<file path="config.mk">
export PLATFORM = sky130hd
export DESIGN_NAME = spi_slave
export DESIGN_NICKNAME = d
export VERILOG_FILES = /design/src/rtl/spi_pkg.sv /design/src/rtl/spi_sync.sv /design/src/rtl/spi_slave.sv
export SDC_FILE = /design/constraint.sdc
export NUM_CORES = 1
export LEC_CHECK = 0
export CAP_MARGIN = 40
export CELL_PAD_IN_SITES_DETAIL_PLACEMENT = 1
export CELL_PAD_IN_SITES_GLOBAL_PLACEMENT = 2
export CORE_MARGIN = 4
export CORE_UTILIZATION = 33
export CTS_CLUSTER_DIAMETER = 50
export DETAILED_ROUTE_END_ITERATION = 10
export GPL_TIMING_DRIVEN = 0
export PLACE_DENSITY_LB_ADDON = 0.1
export SYNTH_ARGS = -nofsm -noshare
export SYNTH_HDL_FRONTEND = slang
export SYNTH_HIERARCHICAL = 1
export SYNTH_SLANG_ARGS = --single-unit
</file>
<file path="constraint.sdc">
create_clock -name clk -period 1.53 [get_ports clk]
set_input_delay 0.153 -clock clk [delete_from_list [all_inputs] [get_ports clk]]
set_output_delay 0.153 -clock clk [all_outputs]
set_load 0.01 [all_outputs]
</file>
<file path="src/rtl/spi_pkg.sv">
// rtl/spi_pkg.sv - shared widths and FSM state type for the SPI slave
package spi_pkg;

  localparam int SPI_BYTE_W    = 8;
  localparam int SPI_BIT_CNT_W = 3;

  typedef enum logic {
    IDLE  = 1'b0,
    SHIFT = 1'b1
  } spi_slv_state_t;

endpackage

</file>
<file path="src/rtl/spi_sync.sv">
// rtl/spi_sync.sv - single-bit multi-flop synchronizer with selectable reset value
module spi_sync #(
  parameter int   STAGES  = 2,
  parameter logic RST_VAL = 1'b0
) (
  input  logic clk,
  input  logic rst,
  input  logic d,
  output logic q
);

  logic [STAGES-1:0] chain;

  always_ff @(posedge clk) begin
    if (!rst) begin
      chain <= {STAGES{RST_VAL}};
    end else begin
      chain <= {chain[STAGES-2:0], d};
    end
  end

  assign q = chain[STAGES-1];

endmodule

</file>
<file path="src/rtl/spi_slave.sv">
// rtl/spi_slave.sv - SPI mode-0 byte slave; SPI_SLAVE_OVERRUN_EN adds a sticky rx_overrun flag
module spi_slave
  import spi_pkg::*;
#(
  parameter int                    SYNC_STAGES = 2,
  parameter logic [SPI_BYTE_W-1:0] TX_IDLE     = 8'hFF
) (
  input  logic                  clk,
  input  logic                  rst,
  input  logic                  spi_sck,
  input  logic                  spi_cs_n,
  input  logic                  spi_mosi,
  output logic                  spi_miso,
  input  logic [SPI_BYTE_W-1:0] tx_data,
  input  logic                  tx_valid,
  output logic                  tx_ready,
  output logic [SPI_BYTE_W-1:0] rx_data,
  output logic                  rx_valid,
`ifdef SPI_SLAVE_OVERRUN_EN
  input  logic                  rx_ack,
  output logic                  rx_overrun,
  input  logic                  ovr_clr
`else
  input  logic                  rx_ack
`endif
);

  logic sck_s, cs_s, mosi_s;

  spi_sync #(.STAGES(SYNC_STAGES), .RST_VAL(1'b0)) u_sync_sck (
    .clk(clk), .rst(rst), .d(spi_sck), .q(sck_s)
  );
  spi_sync #(.STAGES(SYNC_STAGES), .RST_VAL(1'b1)) u_sync_cs (
    .clk(clk), .rst(rst), .d(spi_cs_n), .q(cs_s)
  );
  spi_sync #(.STAGES(SYNC_STAGES), .RST_VAL(1'b0)) u_sync_mosi (
    .clk(clk), .rst(rst), .d(spi_mosi), .q(mosi_s)
  );

  spi_slv_state_t            state, state_next;
  logic                      sck_prev, cs_prev;
  logic                      armed;
  logic [1:0]                flush_cnt;
  logic [SPI_BIT_CNT_W-1:0]  bit_cnt;
  logic [SPI_BYTE_W-1:0]     rx_shift, tx_shift, hold_data, load_data, rx_next;
  logic                      hold_full;
  logic                      sck_rise, sck_fall, cs_fall;
  logic                      rise_en, fall_en, load, abort, byte_done, take_tx;

  assign sck_rise = sck_s & ~sck_prev;
  assign sck_fall = ~sck_s & sck_prev;
  // Falls are ignored until cs_n has been seen high through a flushed
  // synchronizer, so a select held low across reset never opens a frame.
  assign cs_fall  = armed & cs_prev & ~cs_s;

  always_ff @(posedge clk) begin
    if (!rst) begin
      state <= IDLE;
    end else begin
      state <= state_next;
    end
  end

  always_comb begin
    state_next = state;
    rise_en    = 1'b0;
    fall_en    = 1'b0;
    load       = 1'b0;
    abort      = 1'b0;
    case (state)
      IDLE: begin
        if (cs_fall) begin
          state_next = SHIFT;
          load       = 1'b1;
        end
      end
      SHIFT: begin
        if (cs_s) begin
          state_next = IDLE;
          abort      = 1'b1;
        end else begin
          rise_en = sck_rise;
          fall_en = sck_fall;
          // A fall with the counter at 0 follows the 8th rise: next byte starts.
          load    = sck_fall && (bit_cnt == '0);
        end
      end
      default: state_next = IDLE;
    endcase
  end

  assign rx_next   = {rx_shift[SPI_BYTE_W-2:0], mosi_s};
  assign byte_done = rise_en && (bit_cnt == '1);
  assign take_tx   = tx_valid && !hold_full;
  assign load_data = hold_full ? hold_data : (tx_valid ? tx_data : TX_IDLE);
  assign tx_ready  = ~hold_full;
  assign spi_miso  = (state == SHIFT) & tx_shift[SPI_BYTE_W-1];

  always_ff @(posedge clk) begin
    if (!rst) begin
      sck_prev  <= 1'b0;
      cs_prev   <= 1'b1;
      armed     <= 1'b0;
      flush_cnt <= '0;
    end else begin
      sck_prev <= sck_s;
      cs_prev  <= cs_s;
      if (flush_cnt != 2'(SYNC_STAGES)) begin
        flush_cnt <= flush_cnt + 1'b1;
      end else if (cs_s) begin
        armed <= 1'b1;
      end
    end
  end

  always_ff @(posedge clk) begin
    if (!rst) begin
      bit_cnt   <= '0;
      rx_shift  <= '0;
      tx_shift  <= '0;
      hold_data <= '0;
      hold_full <= 1'b0;
      rx_data   <= '0;
      rx_valid  <= 1'b0;
    end else begin
      if (abort) begin
        bit_cnt  <= '0;
        rx_shift <= '0;
      end else if (rise_en) begin
        bit_cnt  <= bit_cnt + 1'b1;
        rx_shift <= rx_next;
      end

      if (load) begin
        tx_shift <= load_data;
      end else if (fall_en) begin
        tx_shift <= {tx_shift[SPI_BYTE_W-2:0], 1'b0};
      end

      // A load with an empty holding register takes tx_data straight through.
      if (load) begin
        hold_full <= 1'b0;
      end else if (take_tx) begin
        hold_full <= 1'b1;
        hold_data <= tx_data;
      end

      if (byte_done) begin
        rx_data  <= rx_next;
        rx_valid <= 1'b1;
      end else if (rx_ack) begin
        rx_valid <= 1'b0;
      end
    end
  end

`ifdef SPI_SLAVE_OVERRUN_EN
  always_ff @(posedge clk) begin
    if (!rst) begin
      rx_overrun <= 1'b0;
    end else if (byte_done && rx_valid && !rx_ack) begin
      rx_overrun <= 1'b1;
    end else if (ovr_clr) begin
      rx_overrun <= 1'b0;
    end
  end
`endif

endmodule
</file>
### Word-level counts from Yosys, hierarchy flattened

Index checks and enable logic that the tools add are counted.

| operators by class | value |
|---|---|
| $add $sub $neg | 2 |
| $mul | 0 |
| divide/modulo/power cells | 0 |
| $lt $le $gt $ge | 0 |
| equal/unequal tests | 2 |
| shift operators | 0 |
| muxes and demuxes | 17 |
| bitwise gates (word level) | 13 |
| reduce and logical (&&, ||, !) cells | 11 |

Operators with widths:

| kind | number |
|---|---|
| 8-bit two-way mux | 4 |
| 1-bit two-way mux | 11 |
| 1-bit NOT | 8 |
| 1-bit bitwise AND | 5 |
| 1-bit one-hot mux with 2 select lines | 2 |
| 2-bit AND reduction | 2 |
| 2-bit nonzero test | 2 |
| 2-bit OR reduction | 2 |
| 3-bit by 1-bit adder with 3-bit output, second input constant | 1 |
| 3-bit == test, second input constant | 1 |
| 1-bit logical AND | 3 |
| 3-bit logical NOT | 1 |
| 2-bit by 1-bit adder with 2-bit output, second input constant | 1 |
| 2-bit inequality test, second input constant | 1 |
| 1-bit logical NOT | 1 |

| storage, ports and cells | value |
|---|---|
| register bits | 48 |
| latch bits | 0 |
| bits in writable memories | 0 |
| memory bits (read-only) | 0 |
| input port bits | 15 |
| output and inout port bits | 11 |
| logic and storage cells | 60 |
| memories kept | 0 |

### Longest topological paths before layout

Gate-level depths: netlist (run 1).

| depth | value |
|---|---|
| depth in word-level cells | 7 |
| depth in mapped cells | 7 |
| depth with buffers taken out | 6 |

### Hierarchy

The synthesis (run 1) kept the hierarchy.

By module, submodules not included:

| module | instances | cells each | area an instance (µm²) | sequential area each (µm²) |
|---|---|---|---|---|
| spi_slave | 1 | 217 | 1,835.5 | 840.8 |
| spi_sync | 3 | 4 | 52.6 | 40.0 |

### Worst setup path after synthesis (run 1)

OpenSTA, ideal clock, no wires.

| timing | value |
|---|---|
| path kind | reg-to-reg |
| start point | register bit_cnt[0] |
| end point | register tx_shift[1] |
| library setup time | 0.119 ns |
| data arrival time | 1.296 ns |
| data required time | 1.411 ns |
| path slack | 0.114 ns |
| stages on the path, launching flop included | 8 |
| cells stage by stage | dfxtp_1 inv_1 ha_1 nor2b_1 or2_1 buf_6 mux2i_1 a21oi_1 |

| on the way | value |
|---|---|
| cells in the longest elaborated chain, start to end | 5 |

RTL lines:

| element | line | RTL |
|---|---|---|
| start: declaration | spi_slave.sv:44 | `logic [SPI_BIT_CNT_W-1:0] bit_cnt;` |
| start signal: assignment | spi_slave.sv:130 | `bit_cnt <= bit_cnt + 1'b1;` |
| 3-bit logical NOT (*) | spi_slave.sv:85 | `load = sck_fall && (bit_cnt == '0);` |
| 1-bit logical AND (*) | spi_slave.sv:85 |  |
| 1-bit two-way mux (*) | spi_slave.sv:78 | `if (cs_s) begin` |
| 1-bit one-hot mux with 2 select lines (*) | spi_slave.sv:70 | `case (state)` |
| 8-bit two-way mux or 2-bit nonzero test (tied branches) | n/a |  |
| end signal: assignment | spi_slave.sv:135 | `tx_shift <= load_data;` |
| end signal: assignment | spi_slave.sv:137 | `tx_shift <= {tx_shift[SPI_BYTE_W-2:0], 1'b0};` |
| end: declaration | spi_slave.sv:45 | `logic [SPI_BYTE_W-1:0] rx_shift, tx_shift, hold_data, load_data, rx_next;` |

Mark *: on every way between the ends. The rest lies on a longest branch, timed or not.
A chain may end at the register's enable or synchronous reset.

### Worst setup path after layout (run 1)

| timing | value |
|---|---|
| start point | register bit_cnt[0] |
| end point | register hold_data[7] |

| on the way | value |
|---|---|
| cells in the longest elaborated chain, start to end | 6 |

RTL lines:

| element | line | RTL |
|---|---|---|
| 3-bit logical NOT | spi_slave.sv:85 |  |
| 1-bit logical AND | spi_slave.sv:85 |  |
| 1-bit two-way mux | spi_slave.sv:78 |  |
| 1-bit one-hot mux with 2 select lines | spi_slave.sv:70 |  |
| 1-bit NOT (no line) | n/a |  |
| 2-bit AND reduction (no line) | n/a |  |
| end signal: assignment | spi_slave.sv:145 | `hold_data <= tx_data;` |
| end: declaration | spi_slave.sv:45 |  |

Every way passes these cells.

==> out/results.ini, run 1 <==
[floorplanning]
die_x_um=85.7
die_h_um=85.7
dieArea_um2=7350
ioPinCount=26
core_area_um2=5890
start_util_pct=33.9
fp-row-count=28

[power_and_ir_drop]
p_total_w=0.00272
p_per_area_nw_per_um2=1070
p_leak_nw=0.939
peakVddDrop_uv=452

[synth]
synth_top_area_share_pct=48.2
ys_seq_elements=48
yosysMostFrequentCell=dfxtp_1
async_flop_share_pct=0
avgSynthCellArea_um2=8.70
synth_edf_count=0
netlist_area_um2=1990
seq_area_frac_synth_pct=48.2
synthTopCellsByArea=dfxtp_1, nand2_1, nand3_1
ys_top_cells_by_count=dfxtp_1, nand2_1, nand3_1, nor2_1, a21oi_1
syn-instance-count=229
yosysWarnings=6
synth_cell_type_count=36
synth_top_flop_cell=dfxtp_1
syn-num-nets=248
yosysTopAreaCell=dfxtp_1

[worst_setup_path]
r2r_end=hold_data[7]$_SDFFE_PN0P_
critPathMaxStageDelay_ns=0.36
crit_chain=inv_2 -> ha_4 -> nor2b_4 -> a211oi_4 -> buf_4 -> nand3_1 -> o21ai_0
slowest_stage=dfxtp_2
start_kind=flop
ff2ff_setup_slack_ns=0.11
reg2reg_depth=7
end_kind=flop
critPathKind=reg2reg
crit_arrival_ns=1.65
worstPathMaxFanout=4
r2r_start=bit_cnt[0]$_SDFFE_PP0P_
critPathRequiredTime_ns=1.76

[clocking]
clock_sinks=48
cts_buffer_depth=2
cts_hold_buffers=0
cts_buffers=5
htreeDepth=2
clkTransAtPathRegs_ns=0.09
root_buffer=clkbuf_8
clkLatencyLatePin_ns=0.30
cts_tree=yes

[placed_design]
dp_hpwl_um=3360
placed_area_um2=2330
place.gp.congestion=0.704
port_buffers=24

[global_routing]
grt_max_degree=15
grt_antenna_before_repair=0
grt_overflow=0
grt_pass1_wl_um=7880
grt_pass1_vias=1629
globalRouteTotalUtil_pct=13.7

[routing]
remaining_drc_errors=0
drtPass1Iterations=4
drt-total-wl_um=4720
drtIter0Drc=73
via_per_inst=4.77
ant_nets=0
vias=1606
wl_per_cell_um=14.0

[worst_hold_path]
min_from=tx_valid
hold_depth=2
hold_path.class=in2reg
holdPathEnd=hold_full$_SDFFE_PP0N_

[sta]
setup_viol=0
max_freq_mhz=704
rsz0062_at_grt=false
maxSlewViolCount=0
relSlewSlack_pct=69.1
holdWs_ns=0.244
finalCritPeriodShare_pct=92.8
hold_viol=0
period_needed_ns=1.42
tightest_slew_ns=0.463
finClkSkew_ns=0.00633

[cells_and_area]
area_delta_synth_final_pct=27.8
layout-drive-gt1-share_pct=14.9
num-fill-cells=708
fin_area_um2=2550
fin_nets=281
antenna-diode-count=0

[outcome]
outcome=completed

[run]
maxCapViolCount=0

==> area by class of cell <==
type	instances	area [µm²]	share of cell area (%)
clock buffers	5	68.8	2.70
clock inverters	2	60.1	2.36
multi-input cells	161	987	38.8
well taps	75	93.8	3.68
flip-flops and latches	48	968	38.0
inverters	7	26.3	1.03
repair buffers	27	268	10.5
plain buffers	12	75.1	2.95
==> cells in the final DEF (no fill, tap or decap), drive strengths merged <==
cell and n:
dfxtp 48, nand2 42, clkdlybuf4s50 22, nor2 16, nand3 16, a21oi 16, o21ai 16, clkbuf 10
buf 10, a21boi 9, and2 8, inv 7, a2bb2oi 5, nand2b 5, a211oi 4, ha 4
and4bb 3, nor2b 3, mux2i 2, nand3b 2, a221o 2, a31oi 2, bufinv 2, or2 1
a221oi 1, o21a 1, nand4bb 1, o211a 1, xnor2 1, dlygate4sd2 1, dlymetal6s2s 1
==> critical path: cells and delay by family (launching register included) <==
family / cells / cell delay, ns
fa+ha+maj: 1 / 0.15
flops: 1 / 0.36
simple gates: 2 / 0.21
buf+inv: 2 / 0.24
compound gates: 2 / 0.40
==> where the power goes <==
| part | total [W] | leakage (nW) | internal, W | switching, W |
|---|---|---|---|---|
| Sequential | 0.00135 | 0.392 | 0.00131 | 0.0000407 |
| Combinational | 0.000300 | 0.483 | 0.000156 | 0.000144 |
| Clock | 0.00107 | 0.0642 | 0.000643 | 0.000426 |
| Total | 0.00272 | 0.939 | 0.00211 | 0.000612 |
==> routing by layer <==
layer | track usage [%] | share of wire [%] | up-vias
li1 | - | - | 840
met1 | 18.1 | 51 | 737
met5 | 0 | 0 | -
met4 | 3.45 | 1.1 | 0
met3 | 3.84 | 3.8 | 4
met2 | 22.3 | 44 | 25
==> worst max-delay path by stage <==
stage,from,to,slack (ns)
floorplan,bit_cnt[0]$_SDFFE_PP0P_,tx_shift[1]$_SDFFE_PN0P_,0.11
global placement,rst,rx_shift[0]$_SDFFE_PP0P_,-0.37
detailed placement,rst,rx_shift[3]$_SDFFE_PP0P_,-0.40
CTS,bit_cnt[0]$_SDFFE_PP0P_,tx_shift[3]$_SDFFE_PN0P_,0.009
global route,bit_cnt[1]$_SDFFE_PP0P_,hold_data[0]$_SDFFE_PN0P_,0.002
finish,bit_cnt[0]$_SDFFE_PP0P_,hold_data[7]$_SDFFE_PN0P_,0.11
==> cells by family (layout without fill, tap and decap cells) <==
| group | count (synthesis) | in the layout | synth area share [%] |
|---|---|---|---|
| flip-flops | 48 | 48 | 48.2 |
| adder cells (fa/ha/maj) | 4 | 4 | 2.51 |
| multiplexers | 2 | 2 | 1.00 |
| AO/OA/AOI/OAI | 57 | 57 | 18.9 |
| XOR/XNOR | 1 | 1 | 0.440 |
| AND/OR/NAND/NOR | 97 | 97 | 23.9 |
| buffers and inverters | 20 | 53 | 5.02 |
==> flip-flops by register name (all words and copies together), names as in the netlist <==
signal,count
u_sync_cs/chain,2
u_sync_mosi/chain,2
armed,1
rx_valid,1
bit_cnt,3
tx_shift,8
rx_data,8
sck_prev,1
hold_data,8
hold_full,1
cs_prev,1
u_sync_sck/chain,2
flush_cnt,2
rx_shift,7
state,1
==> per-stage QoR <==
step | utilization, % | instances | TNS (ns) | setup WS (ns)
floorplan | - | 229 | 0 | 0.114
global placement | 39.5 | 328 | -8.10 | -0.370
detailed placement | 39.5 | 328 | -8.03 | -0.398
CTS | 42.5 | 338 | 0 | 0.00902
global route | 43.3 | 337 | 0 | 0.00243
finish | 43.3 | 337 | 0 | 0.110
==> what timing repair did <==
action,CTS,global route
gates cloned,1,0
pin swaps,1,3
endpoints found under the setup margin,37,34
gates resized for setup,12,16
buffers inserted,2,0
(Power assumes the default switching activity.)
==> inputs of run 2 (changes only) <==
--- a/config.mk
+++ b/config.mk
@@ -10,7 +10,7 @@
 export CELL_PAD_IN_SITES_GLOBAL_PLACEMENT = 2
 export CORE_MARGIN = 4
 export CORE_UTILIZATION = 33
-export CTS_CLUSTER_DIAMETER = 50
+export CTS_CLUSTER_DIAMETER = 150
 export DETAILED_ROUTE_END_ITERATION = 10
 export GPL_TIMING_DRIVEN = 0
 export PLACE_DENSITY_LB_ADDON = 0.1
==> results of run 2 <==
No change in the layout: final DEF, timing and power equal those of run 1.
==> inputs of run 3 (changes only) <==
--- a/config.mk
+++ b/config.mk
@@ -10,7 +10,6 @@
 export CELL_PAD_IN_SITES_GLOBAL_PLACEMENT = 2
 export CORE_MARGIN = 4
 export CORE_UTILIZATION = 33
-export CTS_CLUSTER_DIAMETER = 150
 export DETAILED_ROUTE_END_ITERATION = 10
 export GPL_TIMING_DRIVEN = 0
 export PLACE_DENSITY_LB_ADDON = 0.1
==> results of run 3 <==
No change in the layout: final DEF, timing and power equal those of run 1.
